File: src/rtl/maxpool_relu_2.sv
// ---------------------------------------------------------------------------
// maxpool_relu_2
//
// Three-channel 2x2 / stride-2 max pooling followed by ReLU. Pixels arrive
// in raster order, one (row, col) position per valid_in cycle, with the
// same position on all three channels. Even rows fold each horizontal pair
// into a half-width line buffer. Odd rows combine that entry with their own
// pair to finish a window. The result is registered and flagged with a
// one-cycle valid_out.
//
// Handshake: valid_in alone qualifies conv_in_1..3. There is no ready
// signal, so every valid_in=1 cycle consumes exactly one pixel. Idle cycles
// freeze all state. valid_out is a one-cycle pulse that needs no
// acknowledge. max_value_* hold their last value between pulses.
//
// Optional build macro:
//   MAXPOOL2_SAT_EN - when defined, positive results above 2^OUT_BIT-1
//                     clamp to 2^OUT_BIT-1. Otherwise the low OUT_BIT bits
//                     are kept.
//
// Ports:
//   clk                       rising-edge clock
//   rst_n                     asynchronous active-low reset
//   valid_in                  conv_in_1..3 carry a pixel this cycle
//   conv_in_1..3  [IN_BIT]    signed samples, one per channel
//   max_value_1..3 [OUT_BIT]  pooled, ReLU'd outputs, one per channel
//   valid_out                 max_value_* updated this cycle
//   frame_done                coincident with the last valid_out of a frame
// ---------------------------------------------------------------------------
module maxpool_relu_2 #(
    parameter int WIDTH   = 8,
    parameter int HEIGHT  = 8,
    parameter int IN_BIT  = 14,
    parameter int OUT_BIT = 12
) (
    input  logic                     clk,
    input  logic                     rst_n,
    input  logic                     valid_in,
    input  logic signed [IN_BIT-1:0] conv_in_1,
    input  logic signed [IN_BIT-1:0] conv_in_2,
    input  logic signed [IN_BIT-1:0] conv_in_3,
    output logic [OUT_BIT-1:0]       max_value_1,
    output logic [OUT_BIT-1:0]       max_value_2,
    output logic [OUT_BIT-1:0]       max_value_3,
    output logic                     valid_out,
    output logic                     frame_done
);

    localparam int NCH    = 3;
    localparam int HALF_W = WIDTH / 2;
    localparam int CW     = (WIDTH  > 1) ? $clog2(WIDTH)  : 1;
    localparam int RW     = (HEIGHT > 1) ? $clog2(HEIGHT) : 1;
    localparam int HIW    = (HALF_W > 1) ? $clog2(HALF_W) : 1;

    // Raster position of the next pixel to be consumed.
    logic [CW-1:0]  col;
    logic [RW-1:0]  row;
    logic [HIW-1:0] half_idx;

    logic signed [IN_BIT-1:0] sample   [NCH];
    logic signed [IN_BIT-1:0] latch_q  [NCH];
    logic signed [IN_BIT-1:0] line_buf [NCH][HALF_W];
    logic signed [IN_BIT-1:0] win      [NCH];
    logic [OUT_BIT-1:0]       max_q    [NCH];

    logic last_col;
    logic last_row;

    // Signed maximum. On a tie either operand is the same value.
    function automatic logic signed [IN_BIT-1:0] smax(
        input logic signed [IN_BIT-1:0] a,
        input logic signed [IN_BIT-1:0] b
    );
        return (a > b) ? a : b;
    endfunction

    // ReLU followed by narrowing to OUT_BIT.
    function automatic logic [OUT_BIT-1:0] relu_out(
        input logic signed [IN_BIT-1:0] v
    );
        logic [OUT_BIT-1:0] r;
`ifdef MAXPOOL2_SAT_EN
        if (v[IN_BIT-1]) begin
            r = '0;
        end else if ({{OUT_BIT{1'b0}}, v} > {{IN_BIT{1'b0}}, {OUT_BIT{1'b1}}}) begin
            r = '1;
        end else begin
            r = OUT_BIT'($unsigned(v));
        end
`else
        if (v[IN_BIT-1]) begin
            r = '0;
        end else begin
            r = OUT_BIT'($unsigned(v));
        end
`endif
        return r;
    endfunction

    assign sample[0] = conv_in_1;
    assign sample[1] = conv_in_2;
    assign sample[2] = conv_in_3;

    // Line-buffer slot shared by the two columns of a pooling window.
    assign half_idx = HIW'(col >> 1);
    assign last_col = (col == CW'(WIDTH - 1));
    assign last_row = (row == RW'(HEIGHT - 1));

    // Full window maximum. It is only used on the odd-row, odd-col pixel.
    always_comb begin
        for (int ch = 0; ch < NCH; ch++) begin
            win[ch] = smax(smax(line_buf[ch][half_idx], latch_q[ch]), sample[ch]);
        end
    end

    always_ff @(posedge clk or negedge rst_n) begin
        if (!rst_n) begin
            col        <= '0;
            row        <= '0;
            valid_out  <= 1'b0;
            frame_done <= 1'b0;
            for (int ch = 0; ch < NCH; ch++) begin
                latch_q[ch] <= '0;
                max_q[ch]   <= '0;
                for (int i = 0; i < HALF_W; i++) begin
                    line_buf[ch][i] <= '0;
                end
            end
        end else begin
            valid_out  <= 1'b0;
            frame_done <= 1'b0;
            if (valid_in) begin
                for (int ch = 0; ch < NCH; ch++) begin
                    if (!col[0]) begin
                        latch_q[ch] <= sample[ch];
                    end else if (!row[0]) begin
                        line_buf[ch][half_idx] <= smax(latch_q[ch], sample[ch]);
                    end else begin
                        max_q[ch] <= relu_out(win[ch]);
                    end
                end

                if (row[0] && col[0]) begin
                    valid_out  <= 1'b1;
                    frame_done <= last_row && last_col;
                end

                // Advance the raster position, wrapping at the end of each row and frame.
                if (last_col) begin
                    col <= '0;
                    row <= last_row ? '0 : row + 1'b1;
                end else begin
                    col <= col + 1'b1;
                end
            end
        end
    end

    assign max_value_1 = max_q[0];
    assign max_value_2 = max_q[1];
    assign max_value_3 = max_q[2];

endmodule

File: config.mk
export PLATFORM = sky130hd
export DESIGN_NAME = maxpool_relu_2
export DESIGN_NICKNAME = d
export VERILOG_FILES = /design/src/rtl/maxpool_relu_2.sv
export SDC_FILE = /design/constraint.sdc
export NUM_CORES = 1
export LEC_CHECK = 0
export ABC_AREA = 0
export CORE_MARGIN = 5
export CORE_UTILIZATION = 47
export CTS_CLUSTER_DIAMETER = 200
export DETAILED_ROUTE_END_ITERATION = 16
export PLACE_DENSITY = 0.68
export SYNTH_ARGS = -nofsm -noshare
export SYNTH_HDL_FRONTEND = slang
export SYNTH_SLANG_ARGS = --single-unit
File: constraint.sdc
create_clock -name clk -period 5.5 [get_ports clk]
set_clock_uncertainty 0.1 [all_clocks]
set_input_delay 1.375 -clock clk [delete_from_list [all_inputs] [get_ports clk]]
set_output_delay 1.375 -clock clk [all_outputs]
set_load 0.005 [all_outputs]
After elaboration in Yosys (flattened, before gate mapping)
Cells that the tools add are included.
Operators by class
  add/subtract/negate cells: 2
  bitwise operators: 3
  reductions and logical operators: 7
  eq/ne operators: 2
  muxes and demuxes: 32
  order comparisons: 11
Operators with widths (number)
  $mux W14: 16
  $bwmux W56: 3
  $gt A14 B14 Y1: 9
  $bmux W14 S2: 3
  $mux W12: 3
  $demux W14 S2: 1
  $add A3 B1 Y3 const B: 2
  $eq A3 B3 Y1 const B: 2
  $mux W3: 2
  $reduce_and A3 Y1: 2
  $mux W1: 4
  $reduce_and A2 Y1: 2
  $ge A3 B3 Y1 const B: 1
  $logic_and A1 B1 Y1: 3
  $lt A3 B1 Y1 const B: 1
  $not A2 Y3: 1
  $not A1 Y1: 2
Storage, ports and cells
  register bits after elaboration: 254
  output and inout bits: 38
  input bits: 45
  word-level logic and storage cells: 79

Logic depth before layout (Yosys ltp)
Gate-level depths: netlist of run 1.
  word-level depth: 9
  depth in mapped cells: 26
  depth with buffers taken out: 20

Least setup slack after synthesis of run 1
No wires, ideal clock.
  path type: register to register
  start point: register col[1]
  end point: register max_q (netlist bit max_value_1[10])
  clock period less this slack: 5.729 ns
  library setup time: 0.083 ns
  arrival: 5.546 ns
  stages on the path, launching flop included: 26
  setup slack: -0.229 ns
  path buffers: 6
  required time: 5.317 ns
  path through: dfrtp_1 buf_2 buf_2 mux2_2 o21ai_0 clkbuf_1 inv_1 ha_1 nand4_1 a21oi_1 a211oi_1 a221oi_1 clkbuf_1 clkbuf_1 nand2_1 o21ai_0 ha_1 a21o_1 a21o_1 a221oi_1 o21ai_1 mux2i_1 nor3_1 clkbuf_1 a22oi_1 o21ai_0
On the way
  cells in the longest elaborated chain, start to end: 9
RTL lines
  start: declaration: RTL line 56  | logic [CW-1:0] col;
  start signal: assignment: RTL line 153  | col <= col + 1'b1;
  $not A2 Y3 (not written as such) (*): RTL line 112  | win[ch] = smax(smax(line_buf[ch][half_idx], latch_q[ch]), sample[ch]);
  $bmux W14 S2 (*): RTL line 112
  $mux W14 (not written as such) (*) (2 in series): RTL line 112
  $gt A14 B14 Y1: RTL line 74  | return (a > b) ? a : b;
  $mux W14 (*): RTL line 74
  $gt A14 B14 Y1: RTL line 74
  $mux W14 (*): RTL line 74
  $mux W12 (*): RTL line 91  | if (v[IN_BIT-1]) begin
  end signal: indexed assignment: RTL line 139  | max_q[ch] <= relu_out(win[ch]);
  end: declaration: RTL line 64  | logic [OUT_BIT-1:0] max_q [NCH];
Every way passes the cells marked *; elsewhere a longest branch is shown, timed or not. The select of a mux whose other input is x is not followed.
A chain may end at the register's enable or synchronous reset.

Worst setup path in the final report of run 1
  start point: register col[1]
  end point: register max_q (netlist bit max_value_3[0])
The elaborated chain is that of the path after synthesis.

==> impl_results.md, run 1 <==
* Run status: finished clean
* Max-cap violations at 0
* Critical path class: register to register
* Num CTS Buffers at 29
* Synth area leaders: dfrtp_1 (44%), ha_1 (11%), a21oi_1 (6.9%)
* Via count at 11.04k
* Crit-path slowest cell: mux4_2
* Port bufs at 82
* Drt drc at 0
* DR vias/cell at 5.630
* Slew Limit Headroom at 0.4643
* Cell type with the largest total area after synthesis: dfrtp_1
* # nets final at between 1.5k and 2k
* WL/cell at ~17 um
* Synth cell types at 50
* DP HPWL at roughly 25 mm
* Post-route cell area at 16930 um2
* Dpl cell area at 15940 um2
* Die area at 34370 um2
* FFs w/ async S/R, synth at 1.000
* Cells after Synth at 1464
* Fin crit share at 0.9320
* Die width at 185.4 um
* Yosys top cell area share at 0.4396
* Worst Setup Start Kind: register
* Starting density of the core at 0.4739
* Post-CTS Hold Buffers at 0
* Fin Hold WS at 0.3726 ns
* Final Hold Violating Endpoints at 0
* H-tree levels at 1
* Yosys reg bits at between 200 and 300
* Ports at 83
* Post-synth EDFFs at 0
* Endpoints failing setup at 0
* CTS tree: yes
* Detailed Route WL at approximately 34 mm
* Fill count at ~2.6k
* Placed insts at about 1.9k
* Max-slew violation count at 0
* Cells along the critical path: buf_12 -> mux4_2 -> ha_1 -> nand4_1 -> a21oi_1 -> a211o_1 -> a211oi_2 -> a221oi_4 -> buf_4 -> mux2_2 -> ha_1 -> nand4_1 -> nor2_1 -> a211o_1 -> a21oi_1 -> a221oi_2 -> mux2_4 -> o31ai_1
* CTS Sinks at 254
* Seq/Total Area, Yosys at 0.4396
* Synth Cell Area at 14460 um2
* Ys flop type: dfrtp_1
* CP peak stage delay at 0.51 ns
* Slew @ Worst Pin at 0.8036 ns
* Share of cells above drive strength 1 at 0.1222
* Most frequent cell after synthesis: dfrtp_1
* GRT Total Usage at 0.2009
* First-pass GRT wire length at 56.99 mm
* Hold WC Path Type: register to register
* Area Growth Syn to Fin at 17.13%
* Clock latency on the worst-skew pair at 0.55 ns
* Clock Pin Slew Worst Setup and Hold Paths at ~0.060 ns
* Clock Tree Root: clkbuf_16
* Vias in the first global route at 11.25k
* Crit path required time at 5.85 ns
* Syn nets at 1639
* Crit end category: register
* 1st-pass router iterations at 5
* Fin cells at 1960
* Avg Inst Size Synth at 9.875 um2
* Yosys warns at 0
* Post-DRT Antenna Nets at 0
* Number of DRC violations after detailed-routing iteration 0 at 565
* Unrepaired setup endpoints after global routing: false
* Peak Freq at 195.1 MHz
* Post-synth top cells: dfrtp_1 (254), a21oi_1 (198), nor2_1 (194)
* Total global routing overflow at 0
* CP arrival at 5.48 ns
* Initial antenna violation count at 1
* GP Congestion at 0.9141
* Minimum clock period at 5.126 ns
* Largest net degree at the start of global routing at 100
* Setup Fix Bufs, Post-CTS at 0
* Clk buf depth at 3
* Core ar. at 30510 um2
* Worst-path fanout max at 12
* Row count at 64
* Die Height at 185.4 um
through the flow:
step	utilization	setup TNS [ns]	worst slack [ns]
6_report	0.5550	0	0.3740
5_1_grt	0.5550	0	0.006184
4_1_cts	0.5541	0	0.1623
3_5_place_dp	0.5224	-0.03599	-0.02839
3_3_place_gp	0.5224	0	0.1233
2_1_floorplan	-	0	0.002045
flip-flops by register name, summed over array words and instances, names as in the netlist:
| register | cells |
|---|---|
| max_value_3 | 12 |
| max_value_1 | 12 |
| max_value_2 | 12 |
| row | 3 |
| frame_done | 1 |
| valid_out | 1 |
| latch_q | 42 |
| line_buf | 168 |
| col | 3 |
cells in the final DEF, fill, tap and decap left out, drive strengths merged, types with 13 or more instances in the layout:
master         synthesis  routed
buf                   25      47
clkbuf                56      39
ha                   130     130
nor2                 194     194
o31ai                 13      13
o21ai                 87      87
a31oi                 13      13
clkdlybuf4s50          0      81
mux2                  31      31
a21oi                198     198
nor3                  16      16
dfrtp                254     254
nand4                 28      28
mux2i                 57      57
mux4                  41      41
nand2                105     105
inv                  101     102
a21o                  28      28
path summary, 6_finish.rpt:
kind,slack (ns),cells past startpoint,end,startpoint
max in group asynchronous,3.47,2,line_buf[129],rst_n
worst max register to register,0.37,18,max_value_3[0],col[1]
worst min-delay path,0.37,2,max_value_3[11],max_value_3[11]
worst min register to register,0.37,2,max_value_3[11],max_value_3[11]
min in group asynchronous,0.77,1,max_value_3[3],rst_n
worst max-delay path,0.37,18,max_value_3[0],col[1]
cell type report:
class / count / area, um2 / share of cell area
inverters: 101 / 379.1 / 0.02239
clock buffers: 39 / 803.3 / 0.04744
clock inverters: 13 / 158.9 / 0.009384
repair buffers: 128 / 1259 / 0.07433
flip-flops and latches: 254 / 6361 / 0.3756
multi-input cells: 1028 / 7475 / 0.4414
diodes: 1 / 2.502 / 0.0001478
well taps: 396 / 495.5 / 0.02926
timing repair:
action                                  4_1_cts  5_1_grt
pin swaps                                     0        0
gates resized for setup                       1        4
gates cloned                                  0        0
hold endpoints to repair                      0        0
endpoints found under the setup margin       12       36
cells by family after synthesis:
logic type | count (synthesis) | synth area share
DFF | 254 | 0.4396
buffers and inverters | 182 | 0.04968
muxes | 129 | 0.1280
adders and majority gates | 130 | 0.1125
AOI/OAI and AO/OA | 390 | 0.1584
and+or+nand+nor | 379 | 0.1118
routing by layer:
layer,up-vias,GRT usage,wire length (um)
met2,210,0.3611,17500
met1,5410,0.2593,14760
met5,-,0,0
met3,45,0.02121,1290
met4,0,0.05314,671
li1,5370,-,-
worst max-delay path, delay by kind of cell (launching register included):
family,cells,cell delay [ns]
buf+inv,2,0.41
compound gates,8,1.71
flops,1,0.44
fa+ha+maj,2,0.65
mux,3,1.32
simple gates,3,0.41
Power of run 1 is not shown: default switching activity piles up to over one toggle a cycle in this logic, so the estimate is an artifact.
==> inputs of run 2 (changes only) <==
--- a/config.mk
+++ b/config.mk
@@ -10,7 +10,7 @@
 export CORE_UTILIZATION = 47
 export CTS_CLUSTER_DIAMETER = 200
 export DETAILED_ROUTE_END_ITERATION = 16
-export PLACE_DENSITY = 0.68
+export DONT_BUFFER_PORTS = 1
 export SYNTH_ARGS = -nofsm -noshare
 export SYNTH_HDL_FRONTEND = slang
 export SYNTH_SLANG_ARGS = --single-unit
==> run 2 against run 1 <==
Compared with the run above: worst hold slack gained 0.034 ns; setup slack got worse by 0.025 ns; first-iteration DRC count up 28%; critical endpoint unchanged; largest cell class unchanged.
==> impl_results.md, run 2 (synthesized netlist as in run 1, its figures left out) <==
* Share of cells above drive strength 1 at 0.1338 (+0.01163)
* CP peak stage delay at 0.55 ns (+0.04 ns)
* Fin Hold WS at 0.4064 ns (+0.03382 ns)
* GP Congestion at 0.8476 (-7.3%)
* Slew @ Worst Pin at 1.184 ns (+0.3802 ns)
* Crit path required time at 5.85 ns (about the same)
* H-tree levels at 1 (unchanged)
* Clock latency on the worst-skew pair at 0.54 ns (about the same)
* Most used cell, CP: buf_4
* Setup TNS at 0 ns (unchanged)
* Port bufs at 0 (-100%)
* DP HPWL at 24.82 mm (+0.53%)
* Core ar. at 30510 um2 (unchanged)
* Clock Tree Root: clkbuf_16
* GRT Total Usage at 0.2090 (+0.008027)
* Slew Limit Headroom at 0.2043 (-0.2600)
* Antenna diode count at 0 (-1)
* Crit end category: register
* Clk buf depth at 3 (unchanged)
* Unrepaired setup endpoints after global routing: false
* Clock Pin Slew Worst Setup and Hold Paths at 0.06 ns (about the same)
* Final Hold Violating Endpoints at 0 (unchanged)
* # nets final at 1641 (-4.4%)
* Worst-path fanout max at 15 (+3)
* GRT met3 Usage at 0.03339 (+0.01218)
* Drt drc at 0 (unchanged)
* Area Growth Syn to Fin at 12.15%
* Detailed Route WL at 35.07 mm (+2.5%)
* CTS Sinks at 254 (unchanged)
* DR vias/cell at 5.674 (+0.78%)
* Starting density of the core at 0.4739 (unchanged)
* Post-CTS Hold Buffers at 0 (unchanged)
* Critical path class: register to register
* Row count at 64 (unchanged)
* Largest net degree at the start of global routing at 255 (+160%)
* Most frequent cells in the layout: dfrtp_1 (252), a21oi_1 (198), nor2_1 (192)
* GR Layer Usage met1 at 0.3104 (+0.05110)
* Num CTS Buffers at 29 (unchanged)
* Most flops, register: line_buf
* Via count at 10.68k (-3.2%)
* Die area at 34370 um2 (unchanged)
* Worst Setup Start Kind: register
* Grt met2 use at 0.3292 (-0.03186)
* 1st-pass router iterations at 5 (unchanged)
* Number of flip-flops in the largest register at 168 (unchanged)
* Vias in the first global route at 10.64k (-5.5%)
* Crit-path slowest cell: dfrtp_2
* Hold WC Path Type: register to register
* Initial antenna violation count at 0 (-1)
* Run status: finished clean
* Max-cap violations at 0 (unchanged)
* Most common cell after layout, fill and taps aside: dfrtp_1
* Top flop regs: line_buf (168), latch_q (42)
* Minimum clock period at 5.151 ns (+0.02486 ns)
* Fin crit share at 0.9365 (+0.004521)
* Number of DRC violations after detailed-routing iteration 0 at 722 (+28%)
* Post-DRT Antenna Nets at 0 (unchanged)
* Ports at 83 (unchanged)
* First-pass GRT wire length at 58.13 mm (+2.0%)
* Total global routing overflow at 0 (unchanged)
* Post-layout util at 0.5315 (-0.02358)
* CTS tree: yes
* Die width at 185.4 um (unchanged)
* CP arrival at 5.50 ns (+0.02 ns)
* Max-slew violation count at 0 (unchanged)
* Die Height at 185.4 um (unchanged)
* WL/cell at 18.63 um (+6.7%)
* GRT Max-Usage Layer: met2
* Peak Freq at 194.1 MHz (-0.48%)
* Cells along the critical path: buf_4 -> buf_4 -> mux4_2 -> ha_1 -> a21o_1 -> a2111o_1 -> a211oi_2 -> a221oi_2 -> buf_12 -> mux2_4 -> ha_1 -> nand4_1 -> nor3_2 -> a21oi_1 -> a221oi_2 -> buf_4 -> mux2_2 -> o31ai_1
* Endpoints failing setup at 0 (unchanged)
[run 2: changes by cell type in the layout (fill, tap and decap cells not counted), moves of 2 or more]
cell             previous run  this run
nor3_2                      1         3
clkdlybuf4s50_1            81         0
bufinv_16                   3         6
buf_4                      39        44
[run 2: through the flow]
step	instances	instance area [um2]	worst slack, ns
2_1_floorplan	1464	14470	0.002045
3_3_place_gp	1830	15170	0.2628
3_5_place_dp	1830	15170	0.1131
4_1_cts	1882	16190	0.07589
5_1_grt	1883	16210	0.002577
6_report	1883	16210	0.3492
[run 2: final timing paths]
check	depth (start not counted)	to	startpoint	slack, ns
max	18	max_value_3[0]	col[2]	0.35
min	1	row[1]	row[1]	0.41
max reg2reg	18	max_value_3[0]	col[2]	0.35
min reg2reg	1	row[1]	row[1]	0.41
max in group asynchronous	0	line_buf[61]	rst_n	4.22
min in group asynchronous	0	max_value_1[8]	rst_n	0.43
[run 2: per-layer routing]
| layer | part of all wire | routed length [um] |
|---|---|---|
| met1 | 0.48 | 16790 |
| met2 | 0.45 | 15950 |
| met3 | 0.052 | 1831 |
| met4 | 0.014 | 503 |
| met5 | 0 | 0 |
[run 2: timing repair]
action / 4_1_cts / 5_1_grt
setup endpoints to repair: 0 / 16
setup buffers: 0 / 1
gates resized for setup: 0 / 4
hold endpoints to repair: 0 / 0
[run 2: worst max-delay path, delay by kind of cell, from the launching register on]
family | cells | cell delay [ns]
AO/OA/AOI/OAI | 7 | 1.45
adder cells (fa/ha/maj) | 2 | 0.63
buffers and inverters | 4 | 0.89
flip-flops | 1 | 0.55
multiplexers | 3 | 1.02
AND/OR/NAND/NOR | 2 | 0.41
[run 2: area by class of cell]
cell class | instances | area [um2]
fillers | 2638 | 14300
multi-input cells | 1028 | 7466
clock buffers | 37 | 785.8
clock inverters | 15 | 236.5
inverters | 101 | 379.1
well taps | 396 | 495.5
repair buffers | 52 | 490.5
flip-flops and latches | 254 | 6361
Power of run 2 is left out for the same reason.
==> inputs of run 3 (changes only) <==
--- a/config.mk
+++ b/config.mk
@@ -7,10 +7,11 @@
 export LEC_CHECK = 0
 export ABC_AREA = 0
 export CORE_MARGIN = 5
-export CORE_UTILIZATION = 47
+export CORE_UTILIZATION = 50
 export CTS_CLUSTER_DIAMETER = 200
 export DETAILED_ROUTE_END_ITERATION = 16
 export DONT_BUFFER_PORTS = 1
+export PLACE_DENSITY = 0.68
 export SYNTH_ARGS = -nofsm -noshare
 export SYNTH_HDL_FRONTEND = slang
 export SYNTH_SLANG_ARGS = --single-unit
==> run 3 against run 2 <==
Compared with the run above: sequential cell count stayed put; global-route usage is 0.083 points higher; register-to-register slack worse by 0.04 ns; fmax is 0.75% lower; utilization is 2.9 points higher; non-clock buffer count is 16 lower.
==> impl_results.md, run 3 (synthesized netlist as in run 1, its figures left out) <==
* Run status: finished clean
* Drt drc at 0 (unchanged)
* Post-route cell area at 16050 um2 (-1.0%)
* Ports at 83 (unchanged)
* 1st-pass router iterations at 5 (unchanged)
* CTS Sinks at 254 (unchanged)
* CTS tree: yes
* # nets final at 1625 (-0.98%)
* Slew Limit Headroom at 0.4100 (+0.2057)
* Crit path required time at 5.80 ns (-0.05 ns)
* Vias in the first global route at 10.98k (+3.2%)
* Most frequent cells in the layout: dfrtp_1 (252), a21oi_1 (198), nor2_1 (191)
* First-pass GRT wire length at 57.29 mm (-1.4%)
* Minimum clock period at 5.189 ns (+0.03868 ns)
* CP arrival at 5.49 ns (about the same)
* Die Height at 180.0 um (-2.9%)
* Crit end category: register
* Top flop regs: line_buf (168), latch_q (42)
* Post-DRT Antenna Nets at 0 (unchanged)
* Share of cells above drive strength 1 at 0.1264 (-0.007382)
* GRT Total Usage at 0.2098 (+0.0008262)
* Antenna diode count at 0 (unchanged)
* Fin Hold WS at 0.4124 ns (+0.006037 ns)
* Clock Tree Root: clkbuf_16
* Row count at 62 (-3.1%)
* Post-CTS Hold Buffers at 0 (unchanged)
* Most flops, register: line_buf
* Largest net degree at the start of global routing at 255 (unchanged)
* Clock latency on the worst-skew pair at 0.54 ns (about the same)
* Final Hold Violating Endpoints at 0 (unchanged)
* Critical R2R Launch: col[1]
* H-tree levels at 1 (unchanged)
* Endpoints failing setup at 0 (unchanged)
* DP HPWL at 23.79 mm (-4.2%)
* Port bufs at 0 (unchanged)
* Fin cells at 1855 (-1.5%)
* Peak Freq at 192.7 MHz (-0.75%)
* Max-cap violations at 0 (unchanged)
* GP Congestion at 0.8831 (+4.2%)
* Number of DRC violations after detailed-routing iteration 0 at 667 (-7.6%)
* Fill count at 2486 (-5.8%)
* Worst-path fanout max at 14 (-1)
* DR vias/cell at 5.825 (+2.7%)
* Die area at 32420 um2 (-5.7%)
* Total global routing overflow at 0 (unchanged)
* Num CTS Buffers at 28 (-3.4%)
* Worst hold start: max_value_3[3]
* Critical path class: register to register
* Worst Setup Start Kind: register
* Max-slew violation count at 0 (unchanged)
* Fin crit share at 0.9435 (+0.007032)
* Hold WC Path Type: register to register
* Via count at 10.81k (+1.1%)
* Unrepaired setup endpoints after global routing: true
* Core ar. at 28630 um2 (-6.2%)
* Slew @ Worst Pin at 0.8829 ns (-0.3008 ns)
* Die width at 180.0 um (-2.9%)
* Number of flip-flops in the largest register at 168 (unchanged)
* Detailed Route WL at 34.50 mm (-1.6%)
* Setup TNS at 0 ns (unchanged)
* CP startpoint: col[1]
* Placed insts at 1800 (-1.6%)
* Starting density of the core at 0.5051 (+0.03119)
* Most common cell after layout, fill and taps aside: dfrtp_1
* Initial antenna violation count at 0 (unchanged)
* Clk buf depth at 3 (unchanged)
* WL/cell at 18.60 um (-0.15%)
* Area Growth Syn to Fin at 11.01%
* Dpl cell area at 14980 um2 (-1.3%)
* Clock Pin Slew Worst Setup and Hold Paths at 0.06 ns (about the same)
## run 3: path summary, 6_finish.rpt
check | end | slack, ns | cells after the start
worst max-delay path | max_value_1[1] | 0.31 | 22
worst min-delay path | max_value_3[3] | 0.41 | 2
worst max register to register | max_value_1[1] | 0.31 | 22
worst min register to register | max_value_3[3] | 0.41 | 2
max in group asynchronous | line_buf[92] | 4.53 | 0
min in group asynchronous | max_value_1[10] | 0.43 | 0
## run 3: routing by layer
metal | wire [um] | GRT usage | share of wire | vias up
li1 | - | - | - | 5176
met1 | 15930 | 0.3031 | 0.46 | 5323
met2 | 15900 | 0.3371 | 0.46 | 254
met3 | 2096 | 0.03432 | 0.061 | 52
met4 | 575 | 0.04749 | 0.017 | 0
met5 | 0 | 0 | 0 | -
## run 3: layout make-up
| class | instances | area (um2) | share of cell area |
|---|---|---|---|
| multi-input cells | 1029 | 7518 | 0.4685 |
| flip-flops and latches | 254 | 6361 | 0.3964 |
| clock buffers | 38 | 809.5 | 0.05044 |
| well taps | 384 | 480.5 | 0.02994 |
| inverters | 101 | 379.1 | 0.02362 |
| repair buffers | 36 | 332.8 | 0.02074 |
| clock inverters | 13 | 167.7 | 0.01045 |
## run 3: stage by stage
step / utilization / setup WS [ns]
finish: 0.5607 / 0.3105
global route: 0.5607 / -0.06765
CTS: 0.5574 / 0.03261
detailed placement: 0.5233 / 0.06482
global placement: 0.5233 / 0.1798
floorplan: - / 0.002045
## run 3: what timing repair did
item / in CTS / in global routing
gates resized for setup: 0 / 10
setup buffers: 0 / 3
endpoints found under the hold margin: 0 / 0
endpoints found under the setup margin: 0 / 36
## run 3: worst max-delay path, cell delays in order, from the launching register on
cell      delay (ns)
dfrtp_4         0.54
buf_12          0.20
mux2_2          0.34
o21ai_1         0.22
inv_1           0.10
ha_1            0.31
inv_1           0.11
or3_1           0.38
a211oi_4        0.29
a221oi_4        0.12
buf_4           0.18
buf_4           0.13
o21ai_0         0.15
ha_1            0.27
a21o_1          0.19
a21o_1          0.18
a221oi_1        0.35
o21ai_1         0.11
mux2i_1         0.24
nor3_1          0.07
buf_4           0.22
a22oi_1         0.13
o21ai_0         0.11
Power of run 3 is left out for the same reason.
